**src/rtl/axi_lite_reg_slave.sv**
```systemverilog
// AXI-lite register slave: two RW operands, a RO sum and a RO count of
// successful writes. Write and read channels are fully independent.
module axi_lite_reg_slave #(
    parameter int DATA_WIDTH = 32,
    parameter int ADDR_WIDTH = 8,
    parameter int RESP_WIDTH = 3,
    parameter int BASE_ADDR  = 0
) (
    input  logic                    s0_axi_aclk,
    input  logic                    s0_axi_aresetn,
    input  logic [ADDR_WIDTH-1:0]   s0_axi_awaddr,
    input  logic                    s0_axi_awvalid,
    output logic                    s0_axi_awready,
    input  logic [DATA_WIDTH-1:0]   s0_axi_wdata,
    input  logic [DATA_WIDTH/8:0]   s0_axi_wstrb,
    input  logic                    s0_axi_wvalid,
    output logic                    s0_axi_wready,
    output logic [RESP_WIDTH-1:0]   s0_axi_bresp,
    output logic                    s0_axi_bvalid,
    input  logic                    s0_axi_bready,
    input  logic [ADDR_WIDTH-1:0]   s0_axi_araddr,
    input  logic                    s0_axi_arvalid,
    output logic                    s0_axi_arready,
    output logic [DATA_WIDTH-1:0]   s0_axi_rdata,
    output logic [RESP_WIDTH-1:0]   s0_axi_rresp,
    output logic                    s0_axi_rvalid,
    input  logic                    s0_axi_rready
);

    localparam int NBYTES = DATA_WIDTH / 8;

    localparam logic [ADDR_WIDTH-1:0] BASE     = ADDR_WIDTH'(BASE_ADDR);
    localparam logic [ADDR_WIDTH-1:0] LAST_OFF = ADDR_WIDTH'(12);

    localparam logic [RESP_WIDTH-1:0] RESP_OKAY   = '0;
    localparam logic [RESP_WIDTH-1:0] RESP_SLVERR = RESP_WIDTH'(2);

    // register index within the 16-byte window (offset[3:2])
    localparam logic [1:0] IDX_REG0 = 2'd0;
    localparam logic [1:0] IDX_REG1 = 2'd1;
    localparam logic [1:0] IDX_SUM  = 2'd2;

    // ------------------------------------------------------------------
    // State
    // ------------------------------------------------------------------
    logic                  aw_held_q;
    logic [ADDR_WIDTH-1:0] awaddr_q;
    logic                  w_held_q;
    logic [DATA_WIDTH-1:0] wdata_q;
    logic [NBYTES-1:0]     wstrb_q;

    logic                  bvalid_q, bvalid_d;
    logic [RESP_WIDTH-1:0] bresp_q,  bresp_d;

    logic [DATA_WIDTH-1:0] reg0_q, reg0_d;
    logic [DATA_WIDTH-1:0] reg1_q, reg1_d;
    logic [DATA_WIDTH-1:0] wcnt_q, wcnt_d;

    logic                  rvalid_q, rvalid_d;
    logic [DATA_WIDTH-1:0] rdata_q,  rdata_d;
    logic [RESP_WIDTH-1:0] rresp_q,  rresp_d;

    // ------------------------------------------------------------------
    // Handshakes and decode
    // ------------------------------------------------------------------
    logic aw_hs, w_hs, ar_hs, b_hs, r_hs;
    logic commit;

    logic [ADDR_WIDTH-1:0] wr_off;
    logic [ADDR_WIDTH-1:0] rd_off;
    logic                  wr_err;
    logic                  rd_err;
    logic [1:0]            wr_idx;
    logic [1:0]            rd_idx;
    logic [DATA_WIDTH-1:0] sum;
    logic [DATA_WIDTH-1:0] rd_mux;

    // top strobe bit exists only to match the bus width
    logic unused_strb_msb;
    assign unused_strb_msb = s0_axi_wstrb[NBYTES];

    assign s0_axi_awready = ~aw_held_q;
    assign s0_axi_wready  = ~w_held_q;
    assign s0_axi_arready = ~rvalid_q;

    assign aw_hs = s0_axi_awvalid & ~aw_held_q;
    assign w_hs  = s0_axi_wvalid  & ~w_held_q;
    assign ar_hs = s0_axi_arvalid & ~rvalid_q;
    assign b_hs  = bvalid_q & s0_axi_bready;
    assign r_hs  = rvalid_q & s0_axi_rready;

    // a pending response blocks the next commit until it is accepted
    assign commit = aw_held_q & w_held_q & ~bvalid_q;

    assign wr_off = awaddr_q - BASE;
    assign rd_off = s0_axi_araddr - BASE;
    assign wr_idx = wr_off[3:2];
    assign rd_idx = rd_off[3:2];

    assign sum = reg0_q + reg1_q;

    // SUM and WCNT (idx[1] set) are read-only, so writing them is an error
    assign wr_err = (awaddr_q < BASE) | (wr_off > LAST_OFF) |
                    (awaddr_q[1:0] != 2'b00) | wr_idx[1];

    assign rd_err = (s0_axi_araddr < BASE) | (rd_off > LAST_OFF) |
                    (s0_axi_araddr[1:0] != 2'b00);

    // ------------------------------------------------------------------
    // Write channel
    // ------------------------------------------------------------------

    // capture address and data independently; both release on commit
    always_ff @(posedge s0_axi_aclk or negedge s0_axi_aresetn) begin
        if (!s0_axi_aresetn) begin
            aw_held_q <= 1'b0;
            awaddr_q  <= '0;
            w_held_q  <= 1'b0;
            wdata_q   <= '0;
            wstrb_q   <= '0;
        end else begin
            if (aw_hs) begin
                aw_held_q <= 1'b1;
                awaddr_q  <= s0_axi_awaddr;
            end else if (commit) begin
                aw_held_q <= 1'b0;
            end

            if (w_hs) begin
                w_held_q <= 1'b1;
                wdata_q  <= s0_axi_wdata;
                wstrb_q  <= s0_axi_wstrb[NBYTES-1:0];
            end else if (commit) begin
                w_held_q <= 1'b0;
            end
        end
    end

    // register-file update: byte-enabled write and write counter
    always_comb begin
        reg0_d = reg0_q;
        reg1_d = reg1_q;
        wcnt_d = wcnt_q;
        if (commit && !wr_err) begin
            for (int i = 0; i < NBYTES; i++) begin
                if (wstrb_q[i]) begin
                    if (wr_idx == IDX_REG0) begin
                        reg0_d[8*i +: 8] = wdata_q[8*i +: 8];
                    end else begin
                        reg1_d[8*i +: 8] = wdata_q[8*i +: 8];
                    end
                end
            end
            wcnt_d = wcnt_q + DATA_WIDTH'(1);
        end
    end

    // write response: raised by a commit, dropped by the B handshake
    always_comb begin
        bvalid_d = bvalid_q;
        bresp_d  = bresp_q;
        if (commit) begin
            bvalid_d = 1'b1;
            bresp_d  = wr_err ? RESP_SLVERR : RESP_OKAY;
        end else if (b_hs) begin
            bvalid_d = 1'b0;
        end
    end

    // register file and write response state
    always_ff @(posedge s0_axi_aclk or negedge s0_axi_aresetn) begin
        if (!s0_axi_aresetn) begin
            reg0_q   <= '0;
            reg1_q   <= '0;
            wcnt_q   <= '0;
            bvalid_q <= 1'b0;
            bresp_q  <= RESP_OKAY;
        end else begin
            reg0_q   <= reg0_d;
            reg1_q   <= reg1_d;
            wcnt_q   <= wcnt_d;
            bvalid_q <= bvalid_d;
            bresp_q  <= bresp_d;
        end
    end

    // ------------------------------------------------------------------
    // Read channel
    // ------------------------------------------------------------------

    // read mux works on current register contents, so a read that
    // coincides with a commit returns the pre-commit value
    always_comb begin
        rd_mux = wcnt_q;
        case (rd_idx)
            IDX_REG0: rd_mux = reg0_q;
            IDX_REG1: rd_mux = reg1_q;
            IDX_SUM:  rd_mux = sum;
            default:  rd_mux = wcnt_q;
        endcase
    end

    // read response: loaded on AR handshake, held until R handshake
    always_comb begin
        rvalid_d = rvalid_q;
        rdata_d  = rdata_q;
        rresp_d  = rresp_q;
        if (ar_hs) begin
            rvalid_d = 1'b1;
            rdata_d  = rd_err ? '0 : rd_mux;
            rresp_d  = rd_err ? RESP_SLVERR : RESP_OKAY;
        end else if (r_hs) begin
            rvalid_d = 1'b0;
        end
    end

    // read response state
    always_ff @(posedge s0_axi_aclk or negedge s0_axi_aresetn) begin
        if (!s0_axi_aresetn) begin
            rvalid_q <= 1'b0;
            rdata_q  <= '0;
            rresp_q  <= RESP_OKAY;
        end else begin
            rvalid_q <= rvalid_d;
            rdata_q  <= rdata_d;
            rresp_q  <= rresp_d;
        end
    end

    assign s0_axi_bvalid = bvalid_q;
    assign s0_axi_bresp  = bresp_q;
    assign s0_axi_rvalid = rvalid_q;
    assign s0_axi_rdata  = rdata_q;
    assign s0_axi_rresp  = rresp_q;

endmodule

```
**config.mk**
```make
export PLATFORM = sky130hd
export DESIGN_NAME = axi_lite_reg_slave
export DESIGN_NICKNAME = d
export VERILOG_FILES = /design/src/rtl/axi_lite_reg_slave.sv
export SDC_FILE = /design/constraint.sdc
export NUM_CORES = 1
export LEC_CHECK = 0
export CAP_MARGIN = 5
export CORE_MARGIN = 8
export CORE_UTILIZATION = 59
export DETAILED_ROUTE_END_ITERATION = 8
export HOLD_SLACK_MARGIN = 0.03
export PLACE_DENSITY = 0.89
export SYNTH_ARGS = -nofsm -noshare
export SYNTH_HDL_FRONTEND = slang
export SYNTH_SLANG_ARGS = --single-unit
```
**constraint.sdc**
```tcl
create_clock -name s0_axi_aclk -period 5.82 [get_ports s0_axi_aclk]
set_input_delay 1.455 -clock s0_axi_aclk [delete_from_list [all_inputs] [get_ports s0_axi_aclk]]
set_output_delay 1.455 -clock s0_axi_aclk [all_outputs]
set_load 0.005 [all_outputs]
```
==> results of run 1 <==
power breakdown:
group / internal [µW] / switching (µW) / leakage [µW]
registers: 1480 / 193 / 0.00236
logic: 391 / 312 / 0.00253
clock network: 741 / 462 / 0.000297
total: 2610 / 967 / 0.00519
stage by stage:
step / util, % / total power (µW) / setup WS, ns / area, µm²
CTS: 72.1 / 3590 / 2.39 / 11000
detailed placement: 68.0 / 2380 / 1.94 / 10400
global placement: 68.0 / 2330 / 1.98 / 10400
floorplan: - / 2130 / 2.86 / 9220
global route: 72.1 / 3740 / 2.19 / 11000
finish: 72.1 / 3580 / 2.36 / 11000
routing by layer:
layer | routed length (µm) | track usage (%)
met1 | 9430 | 28.1
met2 | 10300 | 36.2
met3 | 1270 | 5.00
met4 | 524 | 10.1
met5 | 0 | 0
layout make-up:
cell class              count  area, µm²  area share [%]
repair buffers            106       1040            9.45
multi-input cells         587       4570            41.6
clock inverters             9        154            1.40
inverters                  13       48.8           0.444
clock buffers              23        468            4.25
flip-flops and latches    178       4450            40.5
well taps                 211        264            2.40
worst max-delay path by stage:
stage                startpoint                      endpoint  slack [ns]  cells after the start
6_report       s0_axi_araddr[2]  s0_axi_rdata[12]$_DFFE_PN0P_        2.36                      6
5_1_grt          s0_axi_arvalid   s0_axi_rdata[5]$_DFFE_PN0P_        2.19                      8
4_1_cts          s0_axi_arvalid   s0_axi_rdata[7]$_DFFE_PN0P_        2.39                      8
3_5_place_dp   s0_axi_araddr[2]  s0_axi_rdata[12]$_DFFE_PN0P_        1.94                      6
3_3_place_gp   s0_axi_araddr[2]  s0_axi_rdata[12]$_DFFE_PN0P_        1.98                      6
2_1_floorplan  s0_axi_araddr[2]  s0_axi_rdata[12]$_DFFE_PN0P_        2.86                      5
flip-flops by register name (all words and copies together) (netlist names):
name	cells
wdata_q	32
awaddr_q	8
s0_axi_bresp	1
reg1_q	32
s0_axi_bvalid	1
wcnt_q	32
w_held_q	1
wstrb_q	4
reg0_q	32
s0_axi_rresp	1
s0_axi_rdata	32
aw_held_q	1
s0_axi_rvalid	1
worst max-delay path, stage by stage:
cell and delay, ns:
clkdlybuf4s50_1 0.76, buf_4 0.35, mux2_2 0.39, o221a_2 0.26, and3_2 0.20, or3_1 0.33
cell usage in the layout (no fill, tap or decap), types with 3 or more instances in the layout:
cell type / count
nand4_1: 10
buf_4: 9
or3_1: 6
a21oi_1: 30
nor2b_1: 5
o21a_1: 9
a211o_1: 3
nand2b_1: 5
clkdlybuf4s50_1: 96
bufinv_16: 4
o211ai_1: 4
nor2_1: 39
clkbuf_1: 4
and3_1: 13
mux2_2: 135
nand2_1: 76
a211oi_1: 4
o221ai_1: 27
inv_1: 13
xnor2_1: 36
conb_1: 4
nand3_1: 13
o21ai_0: 47
clkbuf_16: 17
and4_1: 3
nor3_1: 8
mux4_2: 4
a21o_1: 16
dfrtp_1: 178
a22o_1: 3
ha_1: 32
xor2_1: 16
kinds of logic (layout without fill, tap and decap cells):
family	count (synthesis)	after routing	synth area share, %
AND/OR/NAND/NOR	193	193	10.1
buffers and inverters	46	151	2.20
multiplexers	140	140	17.6
flip-flops	178	178	48.4
XOR/XNOR	52	52	4.94
AO/OA/AOI/OAI	165	165	12.2
other	1	4	0.0407
adder cells (fa/ha/maj)	33	33	4.56
==> flow_metrics.tcl, run 1 <==
set metrics [dict create \
    synth_seq_cells 178 \
    synthFlopType "dfrtp_1" \
    fin_skew_ns 0.00804 \
    cts_sinks 178 \
    critPathLaunchType "input pin" \
    synth_top_area_cell "dfrtp_1" \
    totalNegativeSetupSlack_ns 0 \
    synth_common_cells "dfrtp_1, mux2_2, nand2_1" \
    dp_cells 1095 \
    drt-initial-drc-count 460 \
    ys_top_cells_by_area "dfrtp_1, mux2_2, ha_1" \
    r2r_end "wcnt_q[26]$_DFFE_PN0P_" \
    routedWlPerCell_um 19.1 \
    wirelength_um 21500 \
    cts_made_buffers 17 \
    worstMarginPinSlew_ns 1.15 \
    netlist.area_leader.share_pct 48.4 \
    core_region_area_um2 15300 \
    grt_overflow 0 \
    synthCells 808 \
    die_x_um 141 \
    syn_area_um2 9210 \
    worst_setup_path_end_kind "flip-flop" \
    grt_pass1_wl_um 35500 \
    period_minus_slack_ns 3.46 \
    antenna_found_initial 0 \
    status "finished clean" \
    hold_end "s0_axi_rdata[1]$_DFFE_PN0P_" \
    vdd_drop_max_mv 0.225 \
    slew_viol_final 0 \
    p_per_area_nw_per_um2 325 \
    ios 103 \
    fillers 1021 \
    criticalPathCategory "in2reg" \
    leakagePower_uw 0.00519 \
    initial_utilization_pct 60.4 \
    vias_per_cell 6.00 \
    dr.pass1.iters 5 \
    fin_nets 996 \
    gp_congestion 0.884 \
    worst_hold_slack_ns 0.482 \
    maxCapViolations 0 \
    rsz0062_at_grt "no" \
    cts_max_level 4 \
    min_path_type "reg2reg" \
    areaGrowthSynthToFinish_pct 19.4 \
    cp_data_arrival_time_ns 3.76 \
    gr-usage-all-layers_pct 22.3 \
    clockBufferDepth 2 \
    holdPathStages 2 \
    route.antenna.remaining_nets 0 \
    clock_latency_ns 0.43 \
    fmax_mhz 289 \
    hold_viol 0 \
    grt_max_degree 119 \
    critPathMaxFanout 17 \
    final_cells 1127 \
    yosysMostFrequentCell "dfrtp_1" \
    hpwlAfterDp_um 14900 \
    drc 0 \
    finalCritPeriodShare_pct 59.4 \
    cts_root_buffer "clkbuf_16" \
    die_h_um 141 \
    async_flop_share_pct 100 \
    avgSynthCellArea_um2 11.4 \
    slew_headroom_pct 23.2 \
    postCtsResizedCells 0 \
    vias 6757 \
    portBuffers 97 \
    die-area_um2 19900 \
    final_layout_size_suffix_gt1_share_pct 21.2 \
    std_cell_rows 45 \
    r2r_slack_ns 2.55 \
    hold_buffers 0 \
    synth_edf_count 0 \
    setup_viol 0 \
    first_global_vias 7014 \
    yosysSeqAreaShare_pct 48.4 \
    hold_start "s0_axi_rdata[1]$_DFFE_PN0P_" \
    cts_tree "done" \
    worstPathRequired_ns 6.12 \
    post_cts.repair.setup_buffers 0 \
    ys_warn_count 0 \
    r2r-start "awaddr_q[1]$_DFFE_PN0P_" \
    clkSlewWorstSetupHoldPaths_ns 0.07 \
    yosysUniqueCellTypes 64 \
    diodes 0 \
    r2r_cells 8 \
]
Note: power is estimated with default switching activity, not from simulation.
==> inputs of run 2 (changes only) <==
--- a/config.mk
+++ b/config.mk
@@ -7,10 +7,10 @@
 export LEC_CHECK = 0
 export CAP_MARGIN = 5
 export CORE_MARGIN = 8
-export CORE_UTILIZATION = 59
+export CORE_UTILIZATION = 51
 export DETAILED_ROUTE_END_ITERATION = 8
 export HOLD_SLACK_MARGIN = 0.03
-export PLACE_DENSITY = 0.89
+export PLACE_DENSITY = 0.82
 export SYNTH_ARGS = -nofsm -noshare
 export SYNTH_HDL_FRONTEND = slang
 export SYNTH_SLANG_ARGS = --single-unit
==> constraint.sdc (replaced) <==
create_clock -name s0_axi_aclk -period 3 [get_ports s0_axi_aclk]
set_input_delay 0.75 -clock s0_axi_aclk [delete_from_list [all_inputs] [get_ports s0_axi_aclk]]
set_output_delay 0.75 -clock s0_axi_aclk [all_outputs]
set_load 0.005 [all_outputs]
==> flow_metrics.tcl, run 2 (synthesis results as in run 1) <==
set metrics [dict create \
    critPathTopFamily "compound AO/OA/AOI/OAI gates" \
    worstPathCellList "ha_1 -> inv_1 -> fa_2 -> nor2b_2 -> o31a_1 -> o221ai_2 -> a21oi_2 -> o21ai_4 -> a211oi_2 -> or3_1 -> a21oi_1 -> o21ai_0" \
    wirelength_um 21800 \
    cpMaxStageDelayCell "dfrtp_1" \
    min_path_type "in2async" \
    clockBufferDepth 2 \
    cts_tree "done" \
    grtUsageMet1_pct 25.2 \
    grtUsageMet2_pct 33.6 \
    routedWlPerCell_um 18.8 \
    cts_made_buffers 17 \
    finalPower_uw 7060 \
    vdd_drop_max_mv 0.424 \
    final_cell_mix "dfrtp_1, mux2_2, clkdlybuf4s50_1" \
    clkSlewWorstSetupHoldPaths_ns 0.07 \
    initial_utilization_pct 51.6 \
    diodes 0 \
    std_cell_rows 49 \
    crit_buf_inv 1 \
    criticalPathCategory "reg2reg" \
    p_per_area_nw_per_um2 626 \
    leakagePower_uw 0.00532 \
    globalRouteMet3Util_pct 3.85 \
    worstMarginPinSlew_ns 0.664 \
    drc 0 \
    vias 6736 \
    period_minus_slack_ns 2.84 \
    dr.pass1.iters 5 \
    fmax_mhz 352 \
    grt_overflow 0 \
    drt-initial-drc-count 441 \
    maxCapViolations 0 \
    hold_viol 0 \
    critPathLaunchType "flip-flop" \
    fin_nets 1011 \
    final_common_cell "dfrtp_1" \
    grt_max_degree 71 \
    die_x_um 150 \
    hpwlAfterDp_um 15500 \
    worst_setup_path_end_kind "flip-flop" \
    rsz0062_at_grt "no" \
    route.antenna.remaining_nets 0 \
    final_layout_size_suffix_gt1_share_pct 23.7 \
    portBuffers 97 \
    worst_hold_slack_ns 0.282 \
    cts_sinks 178 \
    cts_max_level 4 \
    fin_area_um2 11300 \
    worstPathRequired_ns 3.31 \
    grt_most_used_layer "met2" \
    hold_buffers 0 \
    antenna_found_initial 0 \
    grt_pass1_wl_um 35700 \
    vias_per_cell 5.81 \
    die-area_um2 22600 \
    critPathMaxFanout 3 \
    cp_data_arrival_time_ns 3.15 \
    areaGrowthSynthToFinish_pct 22.4 \
    status "finished clean" \
    ios 103 \
    die_h_um 150 \
    first_global_vias 6947 \
    slew_viol_final 0 \
    finalCritPeriodShare_pct 94.6 \
    totalNegativeSetupSlack_ns 0 \
    gp_congestion 0.909 \
    max_stage_delay_ns 0.40 \
    cts_root_buffer "clkbuf_16" \
    gr-usage-all-layers_pct 20.0 \
    fin_skew_ns 0.00752 \
    setup_viol 0 \
    placed_area_um2 10600 \
    clock_latency_ns 0.43 \
    slew_headroom_pct 55.6 \
    core_region_area_um2 17800 \
]
## run 2: cell type report
cell class / instances / area (µm²)
fillers: 1316 / 6570
multi-input cells: 587 / 4610
inverters: 13 / 48.8
clock inverters: 11 / 174
repair buffers: 121 / 1210
flip-flops and latches: 178 / 4450
well taps: 229 / 287
clock buffers: 21 / 480
## run 2: stage by stage
step                cells  worst slack, ns  utilization, %
floorplan             811            0.417               -
detailed placement   1127           0.0532            59.2
global route         1160          0.00998            63.2
global placement     1127            0.112            59.2
CTS                  1159           0.0829            63.0
finish               1160            0.161            63.2
## run 2: power by group
| group | total [µW] | switching (µW) | leakage [µW] | internal (µW) |
|---|---|---|---|---|
| registers | 3230 | 367 | 0.00236 | 2860 |
| logic | 1400 | 612 | 0.00264 | 787 |
| clock network | 2430 | 943 | 0.000312 | 1490 |
## run 2: final timing paths
| check | start | endpoint | depth (start not counted) | slack (ns) |
|---|---|---|---|---|
| worst max-delay path | reg0_q[0]$_DFFE_PN0P_ | s0_axi_rdata[28]$_DFFE_PN0P_ | 12 | 0.16 |
| worst min-delay path | s0_axi_aresetn | s0_axi_bvalid$_DFFE_PN0P_ | 1 | 0.28 |
| worst max register to register | reg0_q[0]$_DFFE_PN0P_ | s0_axi_rdata[28]$_DFFE_PN0P_ | 12 | 0.16 |
| worst min register to register | s0_axi_rdata[23]$_DFFE_PN0P_ | s0_axi_rdata[23]$_DFFE_PN0P_ | 2 | 0.47 |
| max in group asynchronous | s0_axi_aresetn | s0_axi_rdata[18]$_DFFE_PN0P_ | 2 | 1.98 |
| min in group s0_axi_aclk | s0_axi_rdata[23]$_DFFE_PN0P_ | s0_axi_rdata[23]$_DFFE_PN0P_ | 2 | 0.47 |
## run 2: timing repair
action / 4_1_cts / 5_1_grt
setup buffers: 0 / 1
pin swaps: 0 / 1
hold endpoints to repair: 0 / 0
resized for setup: 2 / 7
cloned: 0 / 0
endpoints found under the setup margin: 1 / 7
## run 2: routing by layer
| layer | vias to the layer above | routed length, µm |
|---|---|---|
| li1 | 3162 | - |
| met1 | 3336 | 9470 |
| met2 | 206 | 10700 |
| met3 | 32 | 1260 |
| met4 | 0 | 409 |
| met5 | - | 0 |
==> inputs of run 3 (changes only) <==
--- a/config.mk
+++ b/config.mk
@@ -8,6 +8,7 @@
 export CAP_MARGIN = 5
 export CORE_MARGIN = 8
 export CORE_UTILIZATION = 51
+export CTS_CLUSTER_DIAMETER = 50
 export DETAILED_ROUTE_END_ITERATION = 8
 export HOLD_SLACK_MARGIN = 0.03
 export PLACE_DENSITY = 0.82
==> results of run 3 <==
The final DEF is identical to that of run 2; final timing and power are the same.
